File: config.mk
export PLATFORM = sky130hd
export DESIGN_NAME = alu_seq
export DESIGN_NICKNAME = d
export VERILOG_FILES = /design/src/rtl/alu_seq.sv
export SDC_FILE = /design/constraint.sdc
export NUM_CORES = 1
export LEC_CHECK = 0
export ABC_AREA = 1
export CAP_MARGIN = 0
export CORE_AREA = 3 3 117 119
export CTS_CLUSTER_SIZE = 30
export DETAILED_ROUTE_END_ITERATION = 12
export DIE_AREA = 0 0 120 122
export GPL_TIMING_DRIVEN = 0
export PLACE_DENSITY = 0.61
export SYNTH_ARGS = -nofsm -noshare
export SYNTH_HDL_FRONTEND = slang
export SYNTH_SLANG_ARGS = --single-unit
File: constraint.sdc
create_clock -name clk -period 4.7 [get_ports clk]
set_input_delay 0.47 -clock clk [delete_from_list [all_inputs] [get_ports clk]]
set_output_delay 0.47 -clock clk [all_outputs]
set_load 0.01 [all_outputs]
File: src/rtl/alu_seq.sv
// rtl/alu_seq.sv - registered ALU with C/DC/Z status and iterative shift-and-add multiply
module alu_seq #(
  parameter int WIDTH  = 8,
  parameter int DC_BIT = 3
) (
  input  logic             clk,
  input  logic             rst_n,
  input  logic             in_valid,
  output logic             in_ready,
  input  logic [3:0]       op,
  input  logic [WIDTH-1:0] op_a,
  input  logic [WIDTH-1:0] op_b,
  input  logic             flag_wr,
  input  logic [2:0]       flag_in,
  output logic             out_valid,
  output logic [WIDTH-1:0] result,
  output logic [WIDTH-1:0] result_hi,
  output logic             c_flag,
  output logic             dc_flag,
  output logic             z_flag,
  output logic             busy
);

  localparam int CW = $clog2(WIDTH);

  localparam logic [3:0] OP_MOV  = 4'd0;
  localparam logic [3:0] OP_SWAP = 4'd1;
  localparam logic [3:0] OP_CLR  = 4'd2;
  localparam logic [3:0] OP_RLF  = 4'd3;
  localparam logic [3:0] OP_RRF  = 4'd4;
  localparam logic [3:0] OP_IOR  = 4'd5;
  localparam logic [3:0] OP_AND  = 4'd6;
  localparam logic [3:0] OP_XOR  = 4'd7;
  localparam logic [3:0] OP_COMP = 4'd8;
  localparam logic [3:0] OP_ADD  = 4'd9;
  localparam logic [3:0] OP_SUB  = 4'd10;
  localparam logic [3:0] OP_INC  = 4'd11;
  localparam logic [3:0] OP_DEC  = 4'd12;
  localparam logic [3:0] OP_MUL  = 4'd13;

  typedef enum logic {S_IDLE, S_MUL} state_t;

  state_t               state_q, state_d;
  logic                 rdy_q, rdy_d;
  logic [CW-1:0]        cnt_q, cnt_d;
  logic [WIDTH-1:0]     mcand_q, mcand_d;
  logic [2*WIDTH-1:0]   prod_q, prod_d;
  logic                 mul_fin_q, mul_fin_d;
  logic                 pend_q, pend_d;
  logic [3:0]           pop_q, pop_d;
  logic [WIDTH-1:0]     pa_q, pa_d;
  logic [WIDTH-1:0]     pb_q, pb_d;
  logic [WIDTH-1:0]     result_q, result_d;
  logic [WIDTH-1:0]     result_hi_q, result_hi_d;
  logic                 c_q, c_d;
  logic                 dc_q, dc_d;
  logic                 z_q, z_d;
  logic                 out_valid_q, out_valid_d;

  logic                 xfer;
  logic [WIDTH:0]       mul_sum;
  logic [WIDTH:0]       arith;
  logic [WIDTH-1:0]     res;
  logic [WIDTH-1:0]     pb_n;
  logic                 upd_z;

  // rdy_q keeps in_ready low until the first edge after reset release
  assign in_ready  = rdy_q & (state_q == S_IDLE);
  assign busy      = (state_q == S_MUL);
  assign xfer      = in_valid & in_ready;
  assign out_valid = out_valid_q;
  assign result    = result_q;
  assign result_hi = result_hi_q;
  assign c_flag    = c_q;
  assign dc_flag   = dc_q;
  assign z_flag    = z_q;
  assign pb_n      = ~pb_q;

  // Control: accept ops, run one multiply bit per cycle while in S_MUL
  always_comb begin
    state_d   = state_q;
    rdy_d     = 1'b1;
    cnt_d     = cnt_q;
    mcand_d   = mcand_q;
    prod_d    = prod_q;
    mul_fin_d = 1'b0;
    pend_d    = 1'b0;
    pop_d     = pop_q;
    pa_d      = pa_q;
    pb_d      = pb_q;
    mul_sum   = '0;
    case (state_q)
      S_IDLE: begin
        if (xfer) begin
          if (op == OP_MUL) begin
            state_d = S_MUL;
            cnt_d   = '0;
            mcand_d = op_a;
            prod_d  = {{WIDTH{1'b0}}, op_b};
          end else begin
            pend_d = 1'b1;
            pop_d  = op;
            pa_d   = op_a;
            pb_d   = op_b;
          end
        end
      end
      S_MUL: begin
        // Multiplier sits in the low half and shifts out as the product shifts in
        mul_sum = {1'b0, prod_q[2*WIDTH-1:WIDTH]} + (prod_q[0] ? {1'b0, mcand_q} : '0);
        prod_d  = {mul_sum, prod_q[WIDTH-1:1]};
        cnt_d   = cnt_q + CW'(1);
        if (cnt_q == CW'(WIDTH - 1)) begin
          state_d   = S_IDLE;
          mul_fin_d = 1'b1;
        end
      end
      default: state_d = S_IDLE;
    endcase
  end

  // Datapath: evaluate the op captured last edge, using C as it stands now
  always_comb begin
    result_d    = result_q;
    result_hi_d = result_hi_q;
    c_d         = c_q;
    dc_d        = dc_q;
    z_d         = z_q;
    out_valid_d = 1'b0;
    arith       = '0;
    res         = '0;
    upd_z       = 1'b0;
    if (mul_fin_q) begin
      out_valid_d = 1'b1;
      result_d    = prod_q[WIDTH-1:0];
      result_hi_d = prod_q[2*WIDTH-1:WIDTH];
      z_d         = (prod_q == '0);
      c_d         = |prod_q[2*WIDTH-1:WIDTH];
    end else if (pend_q) begin
      out_valid_d = 1'b1;
      result_hi_d = '0;
      case (pop_q)
        OP_MOV:  begin res = pa_q; upd_z = 1'b1; end
        OP_SWAP: res = {pa_q[WIDTH/2-1:0], pa_q[WIDTH-1:WIDTH/2]};
        OP_CLR:  begin res = '0; upd_z = 1'b1; end
        OP_RLF:  begin res = {pa_q[WIDTH-2:0], c_q}; c_d = pa_q[WIDTH-1]; end
        OP_RRF:  begin res = {c_q, pa_q[WIDTH-1:1]}; c_d = pa_q[0]; end
        OP_IOR:  begin res = pa_q | pb_q; upd_z = 1'b1; end
        OP_AND:  begin res = pa_q & pb_q; upd_z = 1'b1; end
        OP_XOR:  begin res = pa_q ^ pb_q; upd_z = 1'b1; end
        OP_COMP: begin res = ~pa_q; upd_z = 1'b1; end
        OP_ADD: begin
          arith = {1'b0, pa_q} + {1'b0, pb_q};
          res   = arith[WIDTH-1:0];
          c_d   = arith[WIDTH];
          // carry into bit DC_BIT+1 recovered from the sum bit and both operand bits
          dc_d  = arith[DC_BIT+1] ^ pa_q[DC_BIT+1] ^ pb_q[DC_BIT+1];
          upd_z = 1'b1;
        end
        OP_SUB: begin
          arith = {1'b0, pa_q} + {1'b0, pb_n} + (WIDTH+1)'(1);
          res   = arith[WIDTH-1:0];
          c_d   = arith[WIDTH];
          dc_d  = arith[DC_BIT+1] ^ pa_q[DC_BIT+1] ^ pb_n[DC_BIT+1];
          upd_z = 1'b1;
        end
        OP_INC:  begin res = pa_q + WIDTH'(1); upd_z = 1'b1; end
        OP_DEC:  begin res = pa_q - WIDTH'(1); upd_z = 1'b1; end
        default: res = '0;
      endcase
      result_d = res;
      if (upd_z) z_d = (res == '0);
    end
    // A direct status write overrides any ALU flag update on the same edge
    if (flag_wr) {c_d, dc_d, z_d} = flag_in;
  end

  // State and output registers
  always_ff @(posedge clk or negedge rst_n) begin
    if (!rst_n) begin
      state_q     <= S_IDLE;
      rdy_q       <= 1'b0;
      cnt_q       <= '0;
      mcand_q     <= '0;
      prod_q      <= '0;
      mul_fin_q   <= 1'b0;
      pend_q      <= 1'b0;
      pop_q       <= '0;
      pa_q        <= '0;
      pb_q        <= '0;
      result_q    <= '0;
      result_hi_q <= '0;
      c_q         <= 1'b0;
      dc_q        <= 1'b0;
      z_q         <= 1'b0;
      out_valid_q <= 1'b0;
    end else begin
      state_q     <= state_d;
      rdy_q       <= rdy_d;
      cnt_q       <= cnt_d;
      mcand_q     <= mcand_d;
      prod_q      <= prod_d;
      mul_fin_q   <= mul_fin_d;
      pend_q      <= pend_d;
      pop_q       <= pop_d;
      pa_q        <= pa_d;
      pb_q        <= pb_d;
      result_q    <= result_d;
      result_hi_q <= result_hi_d;
      c_q         <= c_d;
      dc_q        <= dc_d;
      z_q         <= z_d;
      out_valid_q <= out_valid_d;
    end
  end

endmodule
==> out/results.ini <==
[power_and_ir_drop]
ir_worst_vdd_mv=0.323
leakage_nw=3.01
power.share.sequential=0.267
combPwrFrac=0.550
switchingPower_w=0.00189
internal_power_w=0.00196
power.density_nw_per_um2=631
power.share.clock=0.183
p_sw_frac=0.491

[critical_path]
setup.worst_path.end_class=flip-flop
critPathTopFamily=simple AND/OR/NAND/NOR gates
cp_cell_sequence=clkbuf_2 > inv_1 > ha_1 > buf_4 > inv_1 > a21oi_1 > inv_1 > a21oi_1 > o21ai_0 > nor2_1 > nor2_1 > nand2_1 > nand3_1 > nor2_1 > nand3_1 > a21oi_2
crit_type=flip-flop to flip-flop
cp.required_ns=4.97
start_kind=flip-flop
critical_path_peak_fanout=9
cp_slowest_stage_delay_ns=0.41
slowest_stage=dfrtp_1
arrival_ns=3.31
path_buf_inv=5

[yosys]
synthArstFlopShare=1.00
ys_types=48
synth.area.mux_share=0.0177
synth_top_family_by_area=simple AND/OR/NAND/NOR gates
synth_xor_area_frac=0.00688
ys.warnings.count=0
synth-edff-count=0
ys_seq_area_frac=0.349
synth_fp_nets=783
synth-simple-area-share=0.304
ys_seq_elements=71
synth-adder-area-share=0.0978
synthFlopType=dfrtp_1
syn_area_um2=5090
synth-compound-area-share=0.142
synthesis.instances=718
syn_avg_cell_area_um2=7.09

[timing]
period_share=0.647
tightest_slew_ns=0.901
rsz0062_at_grt=no
finalHoldViolCount=0
setup_tns_ns=0
relSlewSlack=0.399
drv_slew=0
finalSetupViolations=0
fmax_mhz=329
min_period_ns=3.04
finClkSkew_ns=0.00589

[clock_network]
clkTransAtPathRegs_ns=0.06
cts-resized-gates=0
cts_sinks=71
h-tree-depth=3
cts_hold_buf=0
cts_tree=done
cts_buffers=9
cts_setup_buffers=0
cts_max_path_buffers=2
clkLatencyLatePin_ns=0.34
cts-root-buf=clkbuf_16

[layout]
fillers=1299
nets=842
diodes=0
ff_latch_area_um2=1780
multi_input_area_um2=2900
layout_commonest_cell=nand2_1
area_delta_synth_final_pct=19.6
mostFrequentLayoutCells=203 x nand2_1, 81 x inv_1, 79 x nor2_1
postLayoutCoreUtil=0.481
layout-drive-gt1-share=0.0588

[worst_hold_path]
hp-class=input port to asynchronous set/reset pin

[floorplan]
start_util=0.402
rows=41
die_w_um=120
fp.dieH_um=122
core_um2=12700
io_pins=49
die-area_um2=14600

[job]
drv_cap=0

[status]
status=completed

[global_route]
grt_util_all_layers=0.233
grt_overflow=0
grt_max_degree=72
first_global_vias=5123
grt_pass1_wl_mm=26.7
antenna_found_initial=0

[routing]
viasPerCell=5.38
drt-initial-drc-count=434
wirelength_mm=16.5
drc=0
antenna_left=0
firstDrtPassIters=5
wl_per_cell_um=17.3
dr_total_vias=5135

[placed_design]
gp_congestion=0.974
port_buffers=48
dpl.hpwl_mm=13.3

-- area by class of cell --
class                   instances  share of cell area
multi-input cells             541               0.476
flip-flops and latches         71               0.292
repair buffers                 48              0.0785
inverters                      86              0.0532
clock buffers                  10              0.0392
well taps                     172              0.0353
plain buffers                  20              0.0154
clock inverters                 6              0.0111
-- power groups by stage --
stage / sequential [W] / combinational, W / clock (W)
after global placement: 0.00102 / 0.00206 / 0
after CTS: 0.00102 / 0.00209 / 0.000715
after detailed placement: 0.00103 / 0.00208 / 0
after floorplan: 0.000985 / 0.00139 / 0
after global routing: 0.00105 / 0.00237 / 0.000752
final: 0.00103 / 0.00211 / 0.000703
-- sequential cells by signal, indices dropped and copies added, names as in the netlist --
signal     cells
out_valid      1
result         8
rdy_q          1
busy           1
mul_fin_q      1
pa_q           8
dc_flag        1
mcand_q        8
c_flag         1
pop_q          4
z_flag         1
pend_q         1
pb_q           8
cnt_q          3
prod_q        16
result_hi      8
-- path summary, 6_finish.rpt --
path | startpoint | endpoint | slack, ns | depth (start not counted)
max | pa_q[2] | z_flag | 1.66 | 16
min | rst_n | result_hi[4] | 0.26 | 1
max reg2reg | pa_q[2] | z_flag | 1.66 | 16
min reg2reg | result_hi[5] | result_hi[5] | 0.49 | 2
max in group asynchronous | rst_n | pa_q[5] | 3.86 | 1
min in group clk | result_hi[5] | result_hi[5] | 0.49 | 2
-- cells in the mapped netlist (2+ instances only) --
cell type	n	area (um2)
a21boi_0	2	15.0
a21oi_1	21	105
a22o_1	2	17.5
a22oi_1	5	37.5
a31oi_1	6	37.5
a41o_1	2	20.0
buf_2	2	10.0
clkbuf_1	15	56.3
clkinv_1	2	7.51
dfrtp_1	71	1780
fa_1	3	60.1
ha_1	35	438
inv_1	81	304
inv_2	2	7.51
mux2_2	8	90.1
nand2_1	203	762
nand2_2	4	25.0
nand2_4	3	33.8
nand3_1	56	280
nand3b_1	2	15.0
nand4_1	9	56.3
nor2_1	79	297
nor2_2	3	18.8
nor3_1	5	25.0
nor4_1	2	12.5
o211ai_1	8	60.1
o21ai_0	54	270
o21bai_1	3	22.5
o22ai_1	8	50.1
o32ai_1	2	17.5
xor2_1	3	26.3
-- routing by layer --
metal  vias up  track usage  wire [um]
li1       2470            -          -
met1      2454        0.331       7750
met2       179        0.358       7270
met3        32       0.0399       1020
met4         0       0.0880        484
met5         -            0          0
-- cell families after synthesis --
logic type / after synthesis
buffers and inverters: 106
DFF: 71
AOI/OAI and AO/OA: 121
other: 1
xor gates and xnor gates: 4
adders and majority gates: 38
and+or+nand+nor: 369
muxes: 8
-- per-stage QoR --
stage	hold WS [ns]	power [W]	setup slack (ns)	instances	cell area, um2
global placement	0.471	0.00308	0.719	938	5790
CTS	0.303	0.00383	1.70	954	6090
finish	0.260	0.00384	1.66	954	6090
global route	0.339	0.00418	1.45	954	6090
detailed placement	0.477	0.00311	1.72	938	5780
floorplan	0.174	0.00237	2.47	718	5090
No activity file was read; power rests on OpenSTA's default activity.
